<file path="src/rtl/lfsr_rand_arbiter.sv">
// Shares one 16-bit XNOR LFSR among NUM_REQ requesters via round-robin req/gnt,
// scaling each grant into [0, limit). Define GRANT_CNT_EN to add the grant_cnt output.
module lfsr_rand_arbiter #(
  parameter int unsigned NUM_REQ = 4,
  parameter int unsigned OUT_W   = 8,
  parameter int unsigned WARMUP  = 16
) (
  input  logic                     clk,
  input  logic                     rst,
  input  logic                     seed_load,
  input  logic [15:0]              seed_val,
  input  logic [NUM_REQ-1:0]       req,
  input  logic [NUM_REQ*OUT_W-1:0] req_limit,
  output logic [NUM_REQ-1:0]       gnt,
  output logic                     rand_valid,
  output logic [OUT_W-1:0]         rand_out,
  output logic                     busy,
`ifdef GRANT_CNT_EN
  output logic [15:0]              grant_cnt,
`endif
  output logic [15:0]              lfsr_q
);

  localparam int unsigned PTR_W = $clog2(NUM_REQ);

  typedef enum logic {WARM, READY} state_t;

  state_t               state_q, state_d;
  logic [15:0]          lfsr_d;
  logic [7:0]           cnt_q, cnt_d;
  logic [PTR_W-1:0]     rr_q, rr_d;
  logic [NUM_REQ-1:0]   gnt_q, gnt_d;
  logic                 valid_q, valid_d;
  logic [OUT_W-1:0]     rand_q, rand_d;
  logic                 busy_q, busy_d;
  logic                 found;
  logic [PTR_W-1:0]     win_idx;
  logic [PTR_W-1:0]     idx;
  logic [OUT_W-1:0]     limit;
  logic [2*OUT_W-1:0]   prod;
  logic                 grant_fire;

  function automatic logic [15:0] lfsr_step(input logic [15:0] q);
    logic [15:0] s;
    s    = {q[14:0], q[15]};
    s[2] = q[1] ~^ q[15];
    s[3] = q[2] ~^ q[15];
    s[5] = q[4] ~^ q[15];
    return s;
  endfunction

  // First requester at or after the rr pointer, wrapping modulo NUM_REQ.
  always_comb begin
    found   = 1'b0;
    win_idx = '0;
    idx     = '0;
    for (int unsigned i = 0; i < NUM_REQ; i++) begin
      idx = PTR_W'((32'(rr_q) + i) % NUM_REQ);
      if (!found && req[idx]) begin
        found   = 1'b1;
        win_idx = idx;
      end
    end
  end

  always_comb begin
    limit = req_limit[win_idx*OUT_W +: OUT_W];
    prod  = {{OUT_W{1'b0}}, lfsr_q[15 -: OUT_W]} * {{OUT_W{1'b0}}, limit};
  end

  assign grant_fire = !seed_load && (state_q == READY) && found;

  always_comb begin
    state_d = state_q;
    lfsr_d  = lfsr_q;
    cnt_d   = cnt_q;
    rr_d    = rr_q;
    gnt_d   = '0;
    valid_d = 1'b0;
    rand_d  = '0;
    busy_d  = busy_q;
    if (seed_load) begin
      lfsr_d  = (seed_val == 16'hFFFF) ? 16'h0000 : seed_val;
      state_d = WARM;
      cnt_d   = '0;
      busy_d  = 1'b1;
    end else begin
      case (state_q)
        WARM: begin
          lfsr_d = lfsr_step(lfsr_q);
          if (cnt_q == 8'(WARMUP - 1)) begin
            state_d = READY;
            busy_d  = 1'b0;
            cnt_d   = '0;
          end else begin
            cnt_d = cnt_q + 8'd1;
          end
        end
        READY: begin
          if (found) begin
            gnt_d[win_idx] = 1'b1;
            valid_d        = 1'b1;
            rand_d         = prod[2*OUT_W-1:OUT_W];
            lfsr_d         = lfsr_step(lfsr_q);
            rr_d           = (32'(win_idx) == NUM_REQ - 1) ? '0 : win_idx + 1'b1;
          end
        end
        default: state_d = WARM;
      endcase
    end
  end

  always_ff @(posedge clk or negedge rst) begin
    if (!rst) begin
      state_q <= WARM;
      lfsr_q  <= '0;
      cnt_q   <= '0;
      rr_q    <= '0;
      gnt_q   <= '0;
      valid_q <= 1'b0;
      rand_q  <= '0;
      busy_q  <= 1'b1;
    end else begin
      state_q <= state_d;
      lfsr_q  <= lfsr_d;
      cnt_q   <= cnt_d;
      rr_q    <= rr_d;
      gnt_q   <= gnt_d;
      valid_q <= valid_d;
      rand_q  <= rand_d;
      busy_q  <= busy_d;
    end
  end

  assign gnt        = gnt_q;
  assign rand_valid = valid_q;
  assign rand_out   = rand_q;
  assign busy       = busy_q;

`ifdef GRANT_CNT_EN
  logic [15:0] gcnt_q, gcnt_d;

  always_comb begin
    gcnt_d = gcnt_q;
    if (seed_load)
      gcnt_d = '0;
    else if (grant_fire && gcnt_q != '1)
      gcnt_d = gcnt_q + 16'd1;
  end

  always_ff @(posedge clk or negedge rst) begin
    if (!rst) gcnt_q <= '0;
    else      gcnt_q <= gcnt_d;
  end

  assign grant_cnt = gcnt_q;
`else
  logic unused_fire;
  assign unused_fire = grant_fire;
`endif

endmodule

</file>
<file path="config.mk">
export PLATFORM = sky130hd
export DESIGN_NAME = lfsr_rand_arbiter
export DESIGN_NICKNAME = d
export VERILOG_FILES = /design/src/rtl/lfsr_rand_arbiter.sv
export SDC_FILE = /design/constraint.sdc
export NUM_CORES = 1
export LEC_CHECK = 0
export CORE_MARGIN = 2
export CORE_UTILIZATION = 43
export CTS_CLUSTER_SIZE = 10
export DETAILED_ROUTE_END_ITERATION = 16
export PLACE_DENSITY_LB_ADDON = 0.25
export SETUP_SLACK_MARGIN = 0.3
export SLEW_MARGIN = 10
export SYNTH_ARGS = -nofsm -noshare
export SYNTH_HDL_FRONTEND = slang
export SYNTH_SLANG_ARGS = --single-unit
</file>
<file path="constraint.sdc">
create_clock -name clk -period 8 [get_ports clk]
set_input_delay 0.8 -clock clk [delete_from_list [all_inputs] [get_ports clk]]
set_output_delay 0.8 -clock clk [all_outputs]
set_load 0.01 [all_outputs]
</file>
==> impl_metrics.toml, run 1 <==
[power]
internal-power_mw = 0.704
netSwitchingPower_mw = 0.650
power-per-cell-area_nw_per_um2 = 259
leakagePower_nw = 2.52
pwr-share-clk_pct = 11.3
power_frac_seq_pct = 17.4
max-vdd-ir-drop_v = 0.000186
comb_power_share_pct = 71.3
netSwitchingFraction_pct = 48.0

[detailed_routing]
num_vias = 3775
drt_first_iter_violations = 184
detail_route.first_pass.iterations = 5
post_drt_wl_per_cell_um = 16.0
detail_route.drc_violations = 0
final_antenna_net_count = 0
drt-total-wl_um = 11000
post_drt_via_cell_ratio = 5.49

[worst_hold_path]
min_delay_worst_endpoint = "busy$_DFFE_PN1P_"
whs_path_depth = 2
worstHoldPathType = "register to register"
min_from = "busy$_DFFE_PN1P_"

[global_route]
antenna_found_initial = 0
gr-usage-all-layers_pct = 22.0
grt_pass1_wl_um = 17900
grt.overflow.total = 0
grt_max_degree = 42
number_of_global_route_vias_before_repair = 3783

[final_layout]
final_core_utilization_pct = 56.2
drive_above_1_share_pct = 3.94
antenna-diode-count = 0
design.final.nets = 686
finish.cell_count_without_fillers = 688
final_cell_area_um2 = 5240
area.growth.synth_to_final_pct = 25.9
fillCellCount = 873

[sta]
fin_crit_ns = 6.76
finalHoldViolations = 0
final.setup.tns_ns = 0
finalClockSkew_ns = 0.0100
grt_setup_unrepaired = "no"
final_max_tran_viols = 0
fmax_ghz = 0.148
final-setup-viol-count = 0
timing.slew.headroom_pct = 34.0
final.period_utilization_pct = 84.5
transition_at_the_pin_with_the_smallest_max_transition_slack_ns = 0.987

[yosys]
synth_cell_type_count = 44
post-synth-top-count-cell = "sky130_fd_sc_hd__inv_1"
synth-seq-area-share_pct = 24.7
ys_ff_latch = 41
synth_common_cells = "57 x sky130_fd_sc_hd__inv_1, 53 x sky130_fd_sc_hd__nor2_1, 42 x sky130_fd_sc_hd__nand2_1, 40 x sky130_fd_sc_hd__dfrtp_1, 38 x sky130_fd_sc_hd__ha_1"
number_of_enable_type_register_cells_in_the_synthesized_netlist = 0
async_set_or_reset_register_ratio_after_synthesis_pct = 100
dominantRegCellSynth = "sky130_fd_sc_hd__dfrtp_1"
syn_area_per_cell_um2 = 8.78
synth.net_count = 602
area_fraction_of_the_dominant_cell_type_after_synthesis_pct = 24.1
synth.top_cells.by_area = "sky130_fd_sc_hd__dfrtp_1 24%, sky130_fd_sc_hd__fa_1 17%, sky130_fd_sc_hd__ha_1 11%"
mappedNetlistArea_um2 = 4160
cell_type_with_the_largest_total_area_after_synthesis = "sky130_fd_sc_hd__dfrtp_1"
syn_inst = 474
ys_warn_count = 0

[floorplanning]
floorplan.die.height_um = 102
standard_cell_core_area_um2 = 9330
die_area_um2 = 10500
initial_utilization_pct = 44.6
fp.dieW_um = 102
num_rows = 35
io_pins = 85

[critical_path]
crit-reg2reg-launch = "rr_q[0]$_DFFE_PN0P_"
timing.critical_path.fanout_max = 12
crit_top_cell = "sky130_fd_sc_hd__fa_1"
cp_slowest_stage_delay_ns = 0.55
path_delay_family = "adder cells"
r2r.worst_path.cells = 22
path_type_of_the_worst_setup_path = "primary input to register"
crit_path_cell_trace = "clkdlybuf4s50_1 > nand2b_1 > a21oi_1 > nor2_1 > buf_4 > inv_1 > a211oi_1 > a21oi_1 > and2_1 > fa_1 > fa_1 > fa_1 > inv_1 > fa_1 > inv_1 > ha_1 > and3_1 > and2_1 > a221o_1 > and3_1 > a211oi_1 > o21ai_1 > mux2i_1"
worst_ep_arrival_time_ns = 6.97
critical_path.endpoint_type = "register"
critical-path-slowest-cell = "sky130_fd_sc_hd__fa_1"
timing.critical_path.required_ns = 8.20
regToRegSetupSlack_ns = 1.76
crit_path_launch_type = "primary input"
worstSetupStartpoint = "req[0]"
critical_path.reg2reg.endpoint = "rand_out[6]$_DFF_PN0_"
count_of_buffering_cells_on_the_critical_path_with_inverters_included = 5

[clock_tree]
cts-root-to-sink-buffers = 2
tritoncts.num_buffers = 5
post-cts-setup-buffer-count = 0
cts.sinks = 41
htree_num_levels = 2
clock_tree_from_tritoncts = "built"
path_clk_slew_ns = 0.09
cts-root-buf = "sky130_fd_sc_hd__clkbuf_8"
clkLatencyLatePin_ns = 0.31
cts_hold_repair.buffers = 0
cts_resized = 0

[placement]
dpl.hpwl_um = 8900
io_buffers = 84
placed_cell_area_um2 = 5140
place_congestion = 0.938
placed_cells = 680

[status]
run_status = "finished clean"

[job]
maxcap_violations = 0
layout make-up:
cell class                      count  area, um^2  area share (%)
Clock buffer                        6        82.6            1.58
Clock inverter                      2        13.8           0.263
Inverter                           58         218            4.16
Multi-Input combinational cell    365        2880            54.9
Sequential cell                    41        1030            19.6
Tap cell                          129         161            3.08
Timing Repair Buffer               87         858            16.4
cell usage in the layout, fill, tap and decap left out, types with 2 or more instances in the layout:
cell	instances
sky130_fd_sc_hd__clkdlybuf4s50_1	83
sky130_fd_sc_hd__inv_1	57
sky130_fd_sc_hd__nor2_1	53
sky130_fd_sc_hd__nand2_1	42
sky130_fd_sc_hd__dfrtp_1	40
sky130_fd_sc_hd__ha_1	38
sky130_fd_sc_hd__fa_1	35
sky130_fd_sc_hd__a21oi_1	27
sky130_fd_sc_hd__and3_1	24
sky130_fd_sc_hd__nand3_1	19
sky130_fd_sc_hd__and2_1	15
sky130_fd_sc_hd__mux2i_1	13
sky130_fd_sc_hd__o21ai_0	13
sky130_fd_sc_hd__a221oi_1	13
sky130_fd_sc_hd__a21o_1	8
sky130_fd_sc_hd__nand4_1	6
sky130_fd_sc_hd__a211oi_1	6
sky130_fd_sc_hd__clkbuf_8	6
sky130_fd_sc_hd__nor2b_1	5
sky130_fd_sc_hd__nor3_1	5
sky130_fd_sc_hd__xnor2_1	5
sky130_fd_sc_hd__or3_1	4
sky130_fd_sc_hd__o21ai_1	3
sky130_fd_sc_hd__nor4_1	3
sky130_fd_sc_hd__o21a_1	3
sky130_fd_sc_hd__a22oi_1	3
sky130_fd_sc_hd__buf_4	3
sky130_fd_sc_hd__a211oi_2	2
sky130_fd_sc_hd__a221o_1	2
sky130_fd_sc_hd__o2111ai_1	2
sky130_fd_sc_hd__a31oi_1	2
sky130_fd_sc_hd__nand2b_1	2
sky130_fd_sc_hd__a211oi_4	2
per-stage QoR:
stage / setup slack, ns / hold slack (ns) / power [mW]
6_report: 1.24 / 0.459 / 1.35
3_5_place_dp: 0.950 / 0.448 / 1.21
5_1_grt: 0.883 / 0.472 / 1.52
3_3_place_gp: 1.17 / 0.447 / 1.18
4_1_cts: 1.29 / 0.461 / 1.36
2_1_floorplan: 1.97 / 0.447 / 0.969
metal layers:
metal / vias up / track usage [%] / share of wire, %
li1: 1795 / - / -
met1: 1835 / 30.0 / 43
met2: 124 / 35.8 / 49
met3: 21 / 3.49 / 5.7
met4: 0 / 7.79 / 2.1
met5: - / 0 / 0
power by group through the flow:
stage | logic [mW] | registers, mW | clock network, mW
after CTS | 0.971 | 0.236 | 0.156
after floorplan | 0.733 | 0.236 | 0
after detailed placement | 0.966 | 0.240 | 0
after global routing | 1.12 | 0.238 | 0.163
after global placement | 0.941 | 0.239 | 0
final | 0.966 | 0.236 | 0.153
how the worst max path moves through the flow:
stage / endpoint / slack, ns / cells after the start
3_3_place_gp: rand_out[6]$_DFF_PN0_ / 1.17 / 23
6_report: rand_out[6]$_DFF_PN0_ / 1.24 / 23
3_5_place_dp: rand_out[6]$_DFF_PN0_ / 0.95 / 23
2_1_floorplan: rand_out[6]$_DFF_PN0_ / 1.97 / 21
4_1_cts: rand_out[6]$_DFF_PN0_ / 1.29 / 23
5_1_grt: rand_out[6]$_DFF_PN0_ / 0.88 / 23
logic make-up (layout without fill, tap and decap cells):
| kind of cell | after synthesis | count (layout) | share of synthesized area, % |
|---|---|---|---|
| flip-flops | 41 | 41 | 24.7 |
| adder cells (fa/ha/maj) | 73 | 73 | 28.3 |
| buffers and inverters | 68 | 153 | 6.17 |
| XOR/XNOR | 6 | 6 | 1.26 |
| AND/OR/NAND/NOR | 182 | 182 | 21.1 |
| multiplexers | 13 | 13 | 3.13 |
| AO/OA/AOI/OAI | 91 | 91 | 15.4 |
registers in the layout (all words and copies together), names as in the netlist:
register    flops
lfsr_q         16
cnt_q           8
rand_out        8
gnt             4
rr_q            2
busy            1
rand_valid      1
state_q         1
worst min-delay path, delay by kind of cell, from the launching register on:
kind,cells,cell delay (ns)
flops,1,0.38
simple gates,2,0.08
Power figures use the tool's default switching activity.
==> run 2: changes to the inputs <==
==> constraint.sdc (replaced) <==
create_clock -name clk -period 5.7 [get_ports clk]
set_input_delay 0.57 -clock clk [delete_from_list [all_inputs] [get_ports clk]]
set_output_delay 0.57 -clock clk [all_outputs]
set_load 0.01 [all_outputs]
==> run 2 against run 1 <==
Against the previous run:
- critical path depth fell by 2
- setup slack got worse by 0.83 ns
- via count rose by 8.3%
- clock skew fell by 0.0039 ns
- first-iteration DRC count rose by 17%
- sequential power rose by 40%
- clock power rose by 50%
- cell area rose by 14%
- final cell count rose by 9.0%
- count of clock-buffer cells in the layout rose by 1
- core utilization rose by 8.0 points
- die area did not move
- highest routed layer unchanged
==> impl_metrics.toml, run 2 (synthesis results as in run 1) <==
[sta]
fin_crit_ns = 5.30
finalHoldViolations = 0
final-setup-viol-count = 0
final.period_utilization_pct = 92.9
final.setup.tns_ns = 0
hold-worst-slack_ns = 0.400
layout_setup_ws_ns = 0.404
grt_setup_unrepaired = "yes"
final_max_tran_viols = 0
transition_at_the_pin_with_the_smallest_max_transition_slack_ns = 1.01
fmax_ghz = 0.189
finalClockSkew_ns = 0.00616
timing.slew.headroom_pct = 31.9

[detailed_routing]
num_vias = 4089
post_drt_via_cell_ratio = 5.45
drt-total-wl_um = 12400
post_drt_wl_per_cell_um = 16.5
final_antenna_net_count = 0
detail_route.drc_violations = 0
detail_route.first_pass.iterations = 5
drt_first_iter_violations = 216

[clock_tree]
cts-root-buf = "sky130_fd_sc_hd__clkbuf_8"
path_clk_slew_ns = 0.09
tritoncts.num_buffers = 5
clkLatencyLatePin_ns = 0.30
cts-root-to-sink-buffers = 2
cts_hold_repair.buffers = 0
htree_num_levels = 2
cts.sinks = 41
clock_tree_from_tritoncts = "built"

[critical_path]
path_type_of_the_worst_setup_path = "primary input to register"
crit_path_launch_type = "primary input"
crit-reg2reg-launch = "rr_q[0]$_DFFE_PN0P_"
worst_ep_arrival_time_ns = 5.52
timing.critical_path.required_ns = 5.92
worstSetupStartpoint = "req[0]"
timing.critical_path.fanout_max = 5
critical_path.endpoint_type = "register"

[final_layout]
final_core_utilization_pct = 64.2
drive_above_1_share_pct = 22.5
final_cell_area_um2 = 5980
design.final.nets = 748
layout_commonest_cell = "sky130_fd_sc_hd__clkdlybuf4s50_1"
largest_reg_flops = 16
area.growth.synth_to_final_pct = 43.8
antenna-diode-count = 0
final_cell_mix = "79 x sky130_fd_sc_hd__clkdlybuf4s50_1, 60 x sky130_fd_sc_hd__buf_4, 52 x sky130_fd_sc_hd__inv_1"
largest_register = "lfsr_q"
finish.cell_count_without_fillers = 750

[worst_hold_path]
worstHoldPathType = "primary input to asynchronous set/reset pin"

[floorplanning]
die_area_um2 = 10500
initial_utilization_pct = 44.6
io_pins = 85
floorplan.die.height_um = 102
fp.dieW_um = 102
num_rows = 35
standard_cell_core_area_um2 = 9330

[placement]
dpl.hpwl_um = 9730
placed_cell_area_um2 = 5610
placed_cells = 730
dp_worst_setup_slack_ns = -0.364
place_congestion = 0.908
io_buffers = 84

[global_route]
grt_pass1_wl_um = 19900
grt.overflow.total = 0
antenna_found_initial = 0
grt_max_degree = 42
number_of_global_route_vias_before_repair = 4074
gr-usage-all-layers_pct = 24.4

[power]
max-vdd-ir-drop_v = 0.000287
report.power.total_mw = 2.45
power-per-cell-area_nw_per_um2 = 409
leakagePower_nw = 2.87

[status]
run_status = "finished clean"

[job]
maxcap_violations = 0
-- run 2: timing repair --
item,4_1_cts,5_1_grt
cloned,1,0
gates resized for setup,34,22
setup endpoints to repair,8,8
pin swaps,16,24
setup buffers,7,4
-- run 2: path summary, 6_finish.rpt --
kind / to / slack (ns) / cells after the start
worst max-delay path: rand_out[5]$_DFF_PN0_ / 0.40 / 21
worst min-delay path: rand_out[5]$_DFF_PN0_ / 0.40 / 1
worst max register to register: rand_out[5]$_DFF_PN0_ / 0.42 / 21
worst min register to register: busy$_DFFE_PN1P_ / 0.49 / 2
max in group asynchronous: rr_q[0]$_DFFE_PN0P_ / 4.67 / 1
min in group clk: busy$_DFFE_PN1P_ / 0.49 / 2
-- run 2: final cells by class --
| class | instances | area, um^2 |
|---|---|---|
| clock inverters | 1 | 8.76 |
| multi-input cells | 365 | 3120 |
| clock buffers | 7 | 96.3 |
| inverters | 58 | 218 |
| well taps | 129 | 161 |
| fillers | 789 | 3340 |
| flip-flops and latches | 41 | 1030 |
| repair buffers | 149 | 1350 |
-- run 2: report_power, final --
group | internal, mW | leakage, nW | switching [mW]
clock | 0.112 | 0.0549 | 0.116
sequential | 0.306 | 0.533 | 0.0251
combinational | 0.951 | 2.29 | 0.938
total | 1.37 | 2.87 | 1.08
-- run 2: worst max-delay path, cell delays in order --
cell and delay (ns):
sky130_fd_sc_hd__buf_2 0.15, sky130_fd_sc_hd__nand2_2 0.10, sky130_fd_sc_hd__a211oi_4 0.31, sky130_fd_sc_hd__nor2_4 0.12, sky130_fd_sc_hd__buf_16 0.15, sky130_fd_sc_hd__mux2i_2 0.14, sky130_fd_sc_hd__a21oi_2 0.26, sky130_fd_sc_hd__buf_4 0.18
sky130_fd_sc_hd__and2_1 0.14, sky130_fd_sc_hd__fa_1 0.46, sky130_fd_sc_hd__fa_1 0.52, sky130_fd_sc_hd__fa_1 0.48, sky130_fd_sc_hd__ha_1 0.31, sky130_fd_sc_hd__ha_1 0.34, sky130_fd_sc_hd__and3_4 0.19, sky130_fd_sc_hd__and2_4 0.15
sky130_fd_sc_hd__a221o_1 0.35, sky130_fd_sc_hd__buf_4 0.16, sky130_fd_sc_hd__a21oi_2 0.16, sky130_fd_sc_hd__nand3_1 0.09, sky130_fd_sc_hd__a21oi_1 0.19
-- run 2: per-layer routing --
layer  vias to the layer above  share of wire (%)  GRT usage, %
met1                      2008                 42          32.8
met4                         0                2.3          7.38
met2                       134                 50          40.8
met5                         -                  0             0
li1                       1921                  -             -
met3                        26                5.6          3.69
